==> src/rtl/frame_sequencer_if.sv <==
// frame_sequencer_if: frame control plus erase/update/draw start-done handshakes.
// master = sequencer side, slave = top level and client side.
interface frame_sequencer_if #(
   parameter int OVR_W = 8
);
   logic             enable;
   logic             frame_tick;
   logic             erase_start;
   logic             erase_done;
   logic             update_start;
   logic             update_done;
   logic             draw_start;
   logic             draw_done;
   logic             busy;
   logic [2:0]       phase;
   logic [OVR_W-1:0] overrun_cnt;
   logic             timeout;

   modport master (
      input  enable, erase_done, update_done, draw_done,
      output frame_tick, erase_start, update_start, draw_start,
      output busy, phase, overrun_cnt, timeout
   );

   modport slave (
      output enable, erase_done, update_done, draw_done,
      input  frame_tick, erase_start, update_start, draw_start,
      input  busy, phase, overrun_cnt, timeout
   );
endinterface

==> src/rtl/frame_sequencer.sv <==
// frame_sequencer: frame divider, erase/update/draw sequencing, settle gaps, overrun count.
// Define FRAME_SEQ_WDOG_EN to add the per-phase watchdog that drives timeout.
module frame_sequencer #(
   parameter int CLK_HZ        = 50_000_000,
   parameter int FRAME_HZ      = 120,
   parameter int SETTLE_CYCLES = 20,
   parameter int WDOG_CYCLES   = 1_000_000,
   parameter int OVR_W         = 8
) (
   input  logic               clk,
   input  logic               reset,
   frame_sequencer_if.master  bus
);
   localparam int FRAME_DIV = CLK_HZ / FRAME_HZ;
   localparam int DIV_W = (FRAME_DIV > 1) ? $clog2(FRAME_DIV) : 1;
   localparam int SET_W = (SETTLE_CYCLES > 0) ? $clog2(SETTLE_CYCLES + 1) : 1;
   localparam logic [DIV_W-1:0] DIV_LAST = DIV_W'(FRAME_DIV - 1);
   localparam logic [SET_W-1:0] SET_LAST = SET_W'(SETTLE_CYCLES);
   localparam logic [OVR_W-1:0] OVR_MAX  = '1;

   if (FRAME_DIV < 1 || WDOG_CYCLES < 2) begin : g_bad_cfg
      $error("frame_sequencer: bad timing parameters");
   end

   typedef enum logic [2:0] {
      S_IDLE   = 3'd0,
      S_ERASE  = 3'd1,
      S_GAP_EU = 3'd2,
      S_UPDATE = 3'd3,
      S_GAP_UD = 3'd4,
      S_DRAW   = 3'd5
   } state_t;

   state_t           state_q;
   state_t           state_d;
   logic [DIV_W-1:0] div_q;
   logic             tick_q;
   logic [SET_W-1:0] settle_q;
   logic [OVR_W-1:0] ovr_q;
   logic             es_q;
   logic             us_q;
   logic             ds_q;
   logic             done_ok;
   logic             in_gap;

   assign in_gap = (state_q == S_GAP_EU) || (state_q == S_GAP_UD);

`ifdef FRAME_SEQ_WDOG_EN
   localparam int WD_W = $clog2(WDOG_CYCLES);
   localparam logic [WD_W-1:0] WDOG_LAST = WD_W'(WDOG_CYCLES - 1);

   logic [WD_W-1:0] wdog_q;
   logic            timeout_q;
   logic            wdog_exp;
   logic            in_phase;

   assign in_phase = (state_q == S_ERASE) || (state_q == S_UPDATE) ||
                     (state_q == S_DRAW);
`endif

   // Free-running frame divider with a registered wrap pulse.
   always_ff @(posedge clk) begin
      if (reset) begin
         div_q  <= '0;
         tick_q <= 1'b0;
      end else begin
         tick_q <= 1'b0;
         if (bus.enable) begin
            if (div_q == DIV_LAST) begin
               div_q  <= '0;
               tick_q <= 1'b1;
            end else begin
               div_q <= div_q + DIV_W'(1);
            end
         end
      end
   end

   // Next phase: dones count only after the start cycle of their own phase.
   always_comb begin
      state_d = state_q;
      done_ok = 1'b0;
`ifdef FRAME_SEQ_WDOG_EN
      wdog_exp = 1'b0;
`endif
      unique case (state_q)
         S_IDLE: begin
            if (tick_q) state_d = S_ERASE;
         end
         S_ERASE: begin
            done_ok = bus.erase_done && !es_q;
            if (done_ok) state_d = S_GAP_EU;
         end
         S_GAP_EU: begin
            if (settle_q == SET_LAST) state_d = S_UPDATE;
         end
         S_UPDATE: begin
            done_ok = bus.update_done && !us_q;
            if (done_ok) state_d = S_GAP_UD;
         end
         S_GAP_UD: begin
            if (settle_q == SET_LAST) state_d = S_DRAW;
         end
         S_DRAW: begin
            done_ok = bus.draw_done && !ds_q;
            if (done_ok) state_d = S_IDLE;
         end
         default: state_d = S_IDLE;
      endcase
`ifdef FRAME_SEQ_WDOG_EN
      if (in_phase && !done_ok && wdog_q == WDOG_LAST) begin
         wdog_exp = 1'b1;
         state_d  = S_IDLE;
      end
`endif
   end

   // State, phase-entry start pulses, settle gap timer and overrun count.
   always_ff @(posedge clk) begin
      if (reset) begin
         state_q  <= S_IDLE;
         es_q     <= 1'b0;
         us_q     <= 1'b0;
         ds_q     <= 1'b0;
         settle_q <= '0;
         ovr_q    <= '0;
      end else begin
         state_q <= state_d;
         es_q    <= (state_d == S_ERASE) && (state_q != S_ERASE);
         us_q    <= (state_d == S_UPDATE) && (state_q != S_UPDATE);
         ds_q    <= (state_d == S_DRAW) && (state_q != S_DRAW);
         if (in_gap && state_d == state_q) begin
            settle_q <= settle_q + SET_W'(1);
         end else begin
            settle_q <= '0;
         end
         if (tick_q && state_q != S_IDLE && ovr_q != OVR_MAX) begin
            ovr_q <= ovr_q + OVR_W'(1);
         end
      end
   end

`ifdef FRAME_SEQ_WDOG_EN
   // Per-phase age counter; expiry drops back to idle with a one-cycle flag.
   always_ff @(posedge clk) begin
      if (reset) begin
         wdog_q    <= '0;
         timeout_q <= 1'b0;
      end else begin
         timeout_q <= wdog_exp;
         if (in_phase && state_d == state_q) begin
            wdog_q <= wdog_q + WD_W'(1);
         end else begin
            wdog_q <= '0;
         end
      end
   end

   assign bus.timeout = timeout_q;
`else
   assign bus.timeout = 1'b0;
`endif

   assign bus.frame_tick   = tick_q;
   assign bus.erase_start  = es_q;
   assign bus.update_start = us_q;
   assign bus.draw_start   = ds_q;
   assign bus.phase        = state_q;
   assign bus.busy         = (state_q != S_IDLE);
   assign bus.overrun_cnt  = ovr_q;
endmodule

==> src/flat_wrapper.sv <==
// flat-port wrapper written by rule: the top's interface ports become plain ports
module frame_sequencer_flat 
#(
   parameter int CLK_HZ        = 50_000_000,
   parameter int FRAME_HZ      = 120,
   parameter int SETTLE_CYCLES = 20,
   parameter int WDOG_CYCLES   = 1_000_000,
   parameter int OVR_W         = 8
)
  (clk, reset, bus_enable, bus_erase_done, bus_update_done, bus_draw_done, bus_frame_tick, bus_erase_start, bus_update_start, bus_draw_start, bus_busy, bus_phase, bus_overrun_cnt, bus_timeout);
  frame_sequencer_if #(.OVR_W(OVR_W)) bus_i ();
  input  logic clk;
  input  logic reset;
  input wire logic [$bits(bus_i.enable)-1:0] bus_enable;
  input wire logic [$bits(bus_i.erase_done)-1:0] bus_erase_done;
  input wire logic [$bits(bus_i.update_done)-1:0] bus_update_done;
  input wire logic [$bits(bus_i.draw_done)-1:0] bus_draw_done;
  output wire logic [$bits(bus_i.frame_tick)-1:0] bus_frame_tick;
  output wire logic [$bits(bus_i.erase_start)-1:0] bus_erase_start;
  output wire logic [$bits(bus_i.update_start)-1:0] bus_update_start;
  output wire logic [$bits(bus_i.draw_start)-1:0] bus_draw_start;
  output wire logic [$bits(bus_i.busy)-1:0] bus_busy;
  output wire logic [$bits(bus_i.phase)-1:0] bus_phase;
  output wire logic [$bits(bus_i.overrun_cnt)-1:0] bus_overrun_cnt;
  output wire logic [$bits(bus_i.timeout)-1:0] bus_timeout;
  assign bus_i.enable = bus_enable;
  assign bus_i.erase_done = bus_erase_done;
  assign bus_i.update_done = bus_update_done;
  assign bus_i.draw_done = bus_draw_done;
  assign bus_frame_tick = bus_i.frame_tick;
  assign bus_erase_start = bus_i.erase_start;
  assign bus_update_start = bus_i.update_start;
  assign bus_draw_start = bus_i.draw_start;
  assign bus_busy = bus_i.busy;
  assign bus_phase = bus_i.phase;
  assign bus_overrun_cnt = bus_i.overrun_cnt;
  assign bus_timeout = bus_i.timeout;
  frame_sequencer #(.CLK_HZ(CLK_HZ), .FRAME_HZ(FRAME_HZ), .SETTLE_CYCLES(SETTLE_CYCLES), .WDOG_CYCLES(WDOG_CYCLES), .OVR_W(OVR_W)) u_core (.clk(clk), .reset(reset), .bus(bus_i));
endmodule
==> config.mk <==
export PLATFORM = sky130hd
export DESIGN_NAME = frame_sequencer_flat
export DESIGN_NICKNAME = d
export VERILOG_FILES = /design/src/rtl/frame_sequencer_if.sv /design/src/rtl/frame_sequencer.sv /design/src/flat_wrapper.sv
export SDC_FILE = /design/constraint.sdc
export NUM_CORES = 1
export LEC_CHECK = 0
export ABC_AREA = 0
export BUFFER_PORTS_ARGS = -buffer_cell sky130_fd_sc_hd__buf_2
export CORE_UTILIZATION = 45
export DETAILED_ROUTE_END_ITERATION = 8
export HOLD_SLACK_MARGIN = 0.15
export PLACE_DENSITY = 0.7
export SLEW_MARGIN = 40
export SYNTH_ARGS = -nofsm -noshare
export SYNTH_HDL_FRONTEND = slang
export SYNTH_SLANG_ARGS = --single-unit
==> constraint.sdc <==
create_clock -name clk -period 2.2 [get_ports clk]
set_clock_uncertainty 0.2 [all_clocks]
set_input_delay 0.22 -clock clk [delete_from_list [all_inputs] [get_ports clk]]
set_output_delay 0.22 -clock clk [all_outputs]
set_load 0.005 [all_outputs]
# Word-level counts from Yosys, hierarchy flattened
# Index checks and enable logic that the tools add are counted.
# Widths: inputs -> output; s select.
[word_totals]
regBits = 39
in_bits = 6
[op_classes]
eq_ne = 15
n_mux = 9
n_addsub = 3
bitwise = 2
reduce_logical = 17
[op_table]
columns = ["cell", "count"]
rows = [
  ["$add 19x1->19 const B", 1],
  ["$eq 19x19->1 const B", 1],
  ["$mux 19", 1],
  ["$mux 3", 6],
  ["$pmux 3 s6", 1],
  ["$eq 3x2->1 const B", 3],
  ["$eq 3x3->1 const B", 3],
  ["$logic_and 1x1->1", 9],
  ["$add 8x1->8 const B", 1],
  ["$ne 8x8->1 const B", 1],
  ["$eq 3x1->1 const B", 2],
  ["$add 5x1->5 const B", 1],
  ["$eq 5x5->1 const B", 1],
  ["$reduce_or 2->1", 2],
  ["$eq 3x3->1", 1],
  ["$logic_not 1->1", 3],
  ["$logic_not 3->1", 1],
  ["$ne 3x1->1 const B", 1],
  ["$ne 3x2->1 const B", 1],
  ["$ne 3x3->1 const B", 1],
  ["$reduce_bool 3->1", 1],
  ["$not 1->1", 2],
  ["$logic_or 1x1->1", 1],
  ["$mux 1", 1],
]

# Longest topological paths before layout
[logic_depth]
word_depth = 8
ltp_mapped = 8
ltp_nobuf = 6

# Worst setup path after synthesis
# No wires, ideal clock.
[synth_timing]
path_type = "register -> register"
startpoint = "register u_core.div_q[2]"
endpoint = "register u_core.div_q[17]"
t_arrival_ps = 1835
setup_slack_ps = 95
setup_ps = 71
path_stages_with_launch = 6
period_less_slack_ps = 2105
path_cell_list = "dfxtp_1 nand4_4 or4_1 clkbuf_2 or4_1 a21oi_1"
[synth_between]
elab_chain_len = 2
elab_cells_between_ends = 3
[synth_lines]
columns = ["item", "line", "source"]
rows = [
  ["from (decl)", "frame_sequencer.sv:36", "logic [DIV_W-1:0] div_q;"],
  ["from (signal assigned)", "frame_sequencer.sv:73", "div_q <= div_q + DIV_W'(1);"],
  ["$add 19x1->19 / $eq 19x19->1 (equally long branches)", "frame_sequencer.sv:73, frame_sequencer.sv:69", ""],
  ["$mux 19 *", "frame_sequencer.sv:69", "if (div_q == DIV_LAST) begin"],
]
# Every way passes the cells marked *; elsewhere a longest branch is shown, timed or not.
# A chain may end at the register's enable or synchronous reset.

==> impl_metrics.tcl <==
set metrics [dict create \
    num_antenna_cells 0 \
    setup-violations-final 0 \
    ant_nets 0 \
    period_needed_ps 2100 \
    hold_violations 0 \
    fp.dieArea_um2 4320 \
    slew_violations 0 \
    antenna_found_initial 0 \
    synth_area_leaders "dfxtp_1, nor2_1, xnor2_1, xor2_1, ha_1" \
    rr_endpoint "u_core.div_q[18]" \
    place.gp.congestion 0.816 \
    drt_iter0_markers 88 \
    pre_cts_ws_ps 56.9 \
    drive_above_1_share 0.178 \
    critical_path_class "in2reg" \
    clkSinkCount 39 \
    reg2reg_setup_slack_ps 120 \
    setup_ws_ps 103 \
    cp-start-kind "input pin" \
    cp-end-kind "register" \
    fp-row-count 22 \
    grt_max_degree 20 \
    synthesis.area_um2 1830 \
    dieWidth_um 65.7 \
    drc 0 \
    cts_inserted_buffers 5 \
    drt_pass1_iterations 4 \
    grtUsageTotal 0.194 \
    coreArea_um2 3770 \
    critPathRequiredTime_ps 2230 \
    ys_warn_count 0 \
    io_buffers 21 \
    ys_seq_area_frac 0.427 \
    cts_tree "built" \
    cp.arrival_ps 2130 \
    io_pins 23 \
    routedWlPerCell_um 11.8 \
    ys_async_sr_fraction 0 \
    worst_slew_pin_slew_ps 543 \
    cts.path.max_buffers 2 \
    fmax_ghz 0.477 \
    avgViaCountPerCell 5.23 \
    holdCritStartpoint "bus_enable" \
    synth_top_area_share 0.427 \
    vias 1543 \
    timing.rr.start "u_core.div_q[0]" \
    drv_cap 0 \
    cp_slowest_stage_delay_ps 550 \
    crit_chain "buf_2, dlygate4sd3_1, buf_4, nand4_1, or4_1, or3_1, a21oi_1" \
    peakVddDrop_mv 0.356 \
    r2r_cells 5 \
    synth_ff_type "dfxtp_1" \
    synth_fp_nets 221 \
    leakagePower_nw 0.841 \
    dieHeight_um 65.7 \
    synth_area_leader_cell "dfxtp_1" \
    grt_pass1_wl_um 6190 \
    overflow 0 \
    clkSlewWorstSetupHoldPaths_ps 70 \
    ys_ff_latch 39 \
    areaGrowthSynthToFinish_pct 19.4 \
    crit_slowest_cell "dlygate4sd3_1" \
    ctsHtreeMaxLevel 2 \
    cts_setup_buffers 0 \
    hold-path-cell-count 5 \
    fin_tns_setup_ps 0 \
    yosys-top-cells-count "dfxtp_1, nor2_1, xnor2_1, nand2_1" \
    nets 257 \
    cpLargestDelayFamily "simple AND/OR/NAND/NOR gates" \
    cts_root_buffer "clkbuf_8" \
    power.density_nw_per_um2 562 \
    holdPathEnd "u_core.div_q[3]" \
    status "finished clean" \
    synth_area_per_cell_um2 8.70 \
    max_slew_margin 0.629 \
    hold_path.class "in2reg" \
    dpl.hpwl_um 2470 \
    drt_wl_total_um 3480 \
    synth_edf_count 0 \
    grt_pass1_vias 1454 \
    start_util 0.485 \
    crit_start "bus_enable" \
    syn-instance-count 210 \
    critPathMaxFanout 8 \
    cp_num_buf_inv 3 \
    synth_cell_types 40 \
    fin_crit_sh 0.953 \
    worstSkewPairLatency_ps 300 \
    synth_most_common_cell "dfxtp_1" \
    grt_setup_unrepaired "no" \
]
[repair_timing]
action / CTS / global route
hold endpoints to repair: 14 / 0
hold buffers: 5 / 0
endpoints found under the setup margin: 0 / 2
resized for setup: 0 / 2
[cell usage in the layout (no fill, tap or decap), types with 4 or more instances in the layout]
| cell | n |
|---|---|
| nand4_1 | 9 |
| nor2_1 | 34 |
| o21ai_0 | 4 |
| xnor2_1 | 12 |
| ha_1 | 5 |
| o31ai_1 | 4 |
| a21oi_1 | 7 |
| dfxtp_1 | 39 |
| nand2_1 | 11 |
| or4_1 | 4 |
| xor2_1 | 10 |
| inv_1 | 8 |
| clkbuf_8 | 5 |
| buf_2 | 21 |
| nand3_1 | 9 |
| dlygate4sd3_1 | 5 |
| nor4_1 | 6 |
| buf_4 | 11 |
| nor3_1 | 7 |
[tightest hold or removal path: stages]
cell,delay [ps]
buf_2,120
nand4_4,60
buf_4,130
xor2_1,70
nor2_1,70
[worst max-delay path by stage]
stage          slack [ps]          endpoint  cells after the start
2_1_floorplan          90  u_core.div_q[17]                      5
3_3_place_gp          120  u_core.div_q[17]                      4
3_5_place_dp           60  u_core.div_q[17]                      4
4_1_cts                40  u_core.div_q[17]                      4
5_1_grt                 5  u_core.div_q[18]                      7
6_report              100  u_core.div_q[18]                      7
[logic make-up (layout without fill, tap and decap cells)]
kind of cell,after synthesis,after routing,synth area share
flip-flops,39,39,0.427
AO/OA/AOI/OAI,25,25,0.0931
XOR/XNOR,22,22,0.105
other,1,1,0.00205
adder cells (fa/ha/maj),5,5,0.0342
multiplexers,2,2,0.0110
AND/OR/NAND/NOR,100,100,0.291
buffers and inverters,16,53,0.0363
[final cells by class]
cell class / instances / area, um2
Fill cell: 347 / 1590
Timing Repair Buffer: 37 / 238
Sequential cell: 39 / 781
Inverter: 8 / 30.0
Clock buffer: 6 / 72.6
Tap cell: 48 / 60.1
Clock inverter: 2 / 12.5
Multi-Input combinational cell: 155 / 990
[state kept, by name, indices dropped and copies added (netlist names)]
register and flops:
u_core.div_q 19, u_core.bus.update_start 1, u_core.settle_q 5, u_core.bus.overrun_cnt 8, u_core.bus.erase_start 1, u_core.bus.phase 3, u_core.bus.draw_start 1, u_core.bus.frame_tick 1
[report_power, final]
group	leakage, nW	switching, mW	total, mW	internal [mW]
combinational	0.486	0.0229	0.0418	0.0188
sequential	0.314	0.00632	0.716	0.710
clock	0.0412	0.249	0.470	0.221
total	0.841	0.278	1.23	0.950
[through the flow]
stage               total power, mW  utilization  hold slack, ps  std cells  cell area (um2)
finish                         1.23        0.579             209        295             2180
floorplan                     0.757            -             230        210             1830
CTS                            1.26        0.577             197        295             2170
global placement              0.769        0.541             246        282             2040
global route                   1.30        0.579             244        295             2180
detailed placement            0.768        0.541             250        282             2040
[per-layer routing]
metal	routed length [um]	global-route usage	up-vias
li1	-	-	809
met1	1620	0.208	698
met2	1630	0.328	31
met3	162	0.0781	5
met4	68	0.0897	0
met5	0	0	-
(Power assumes the default switching activity.)
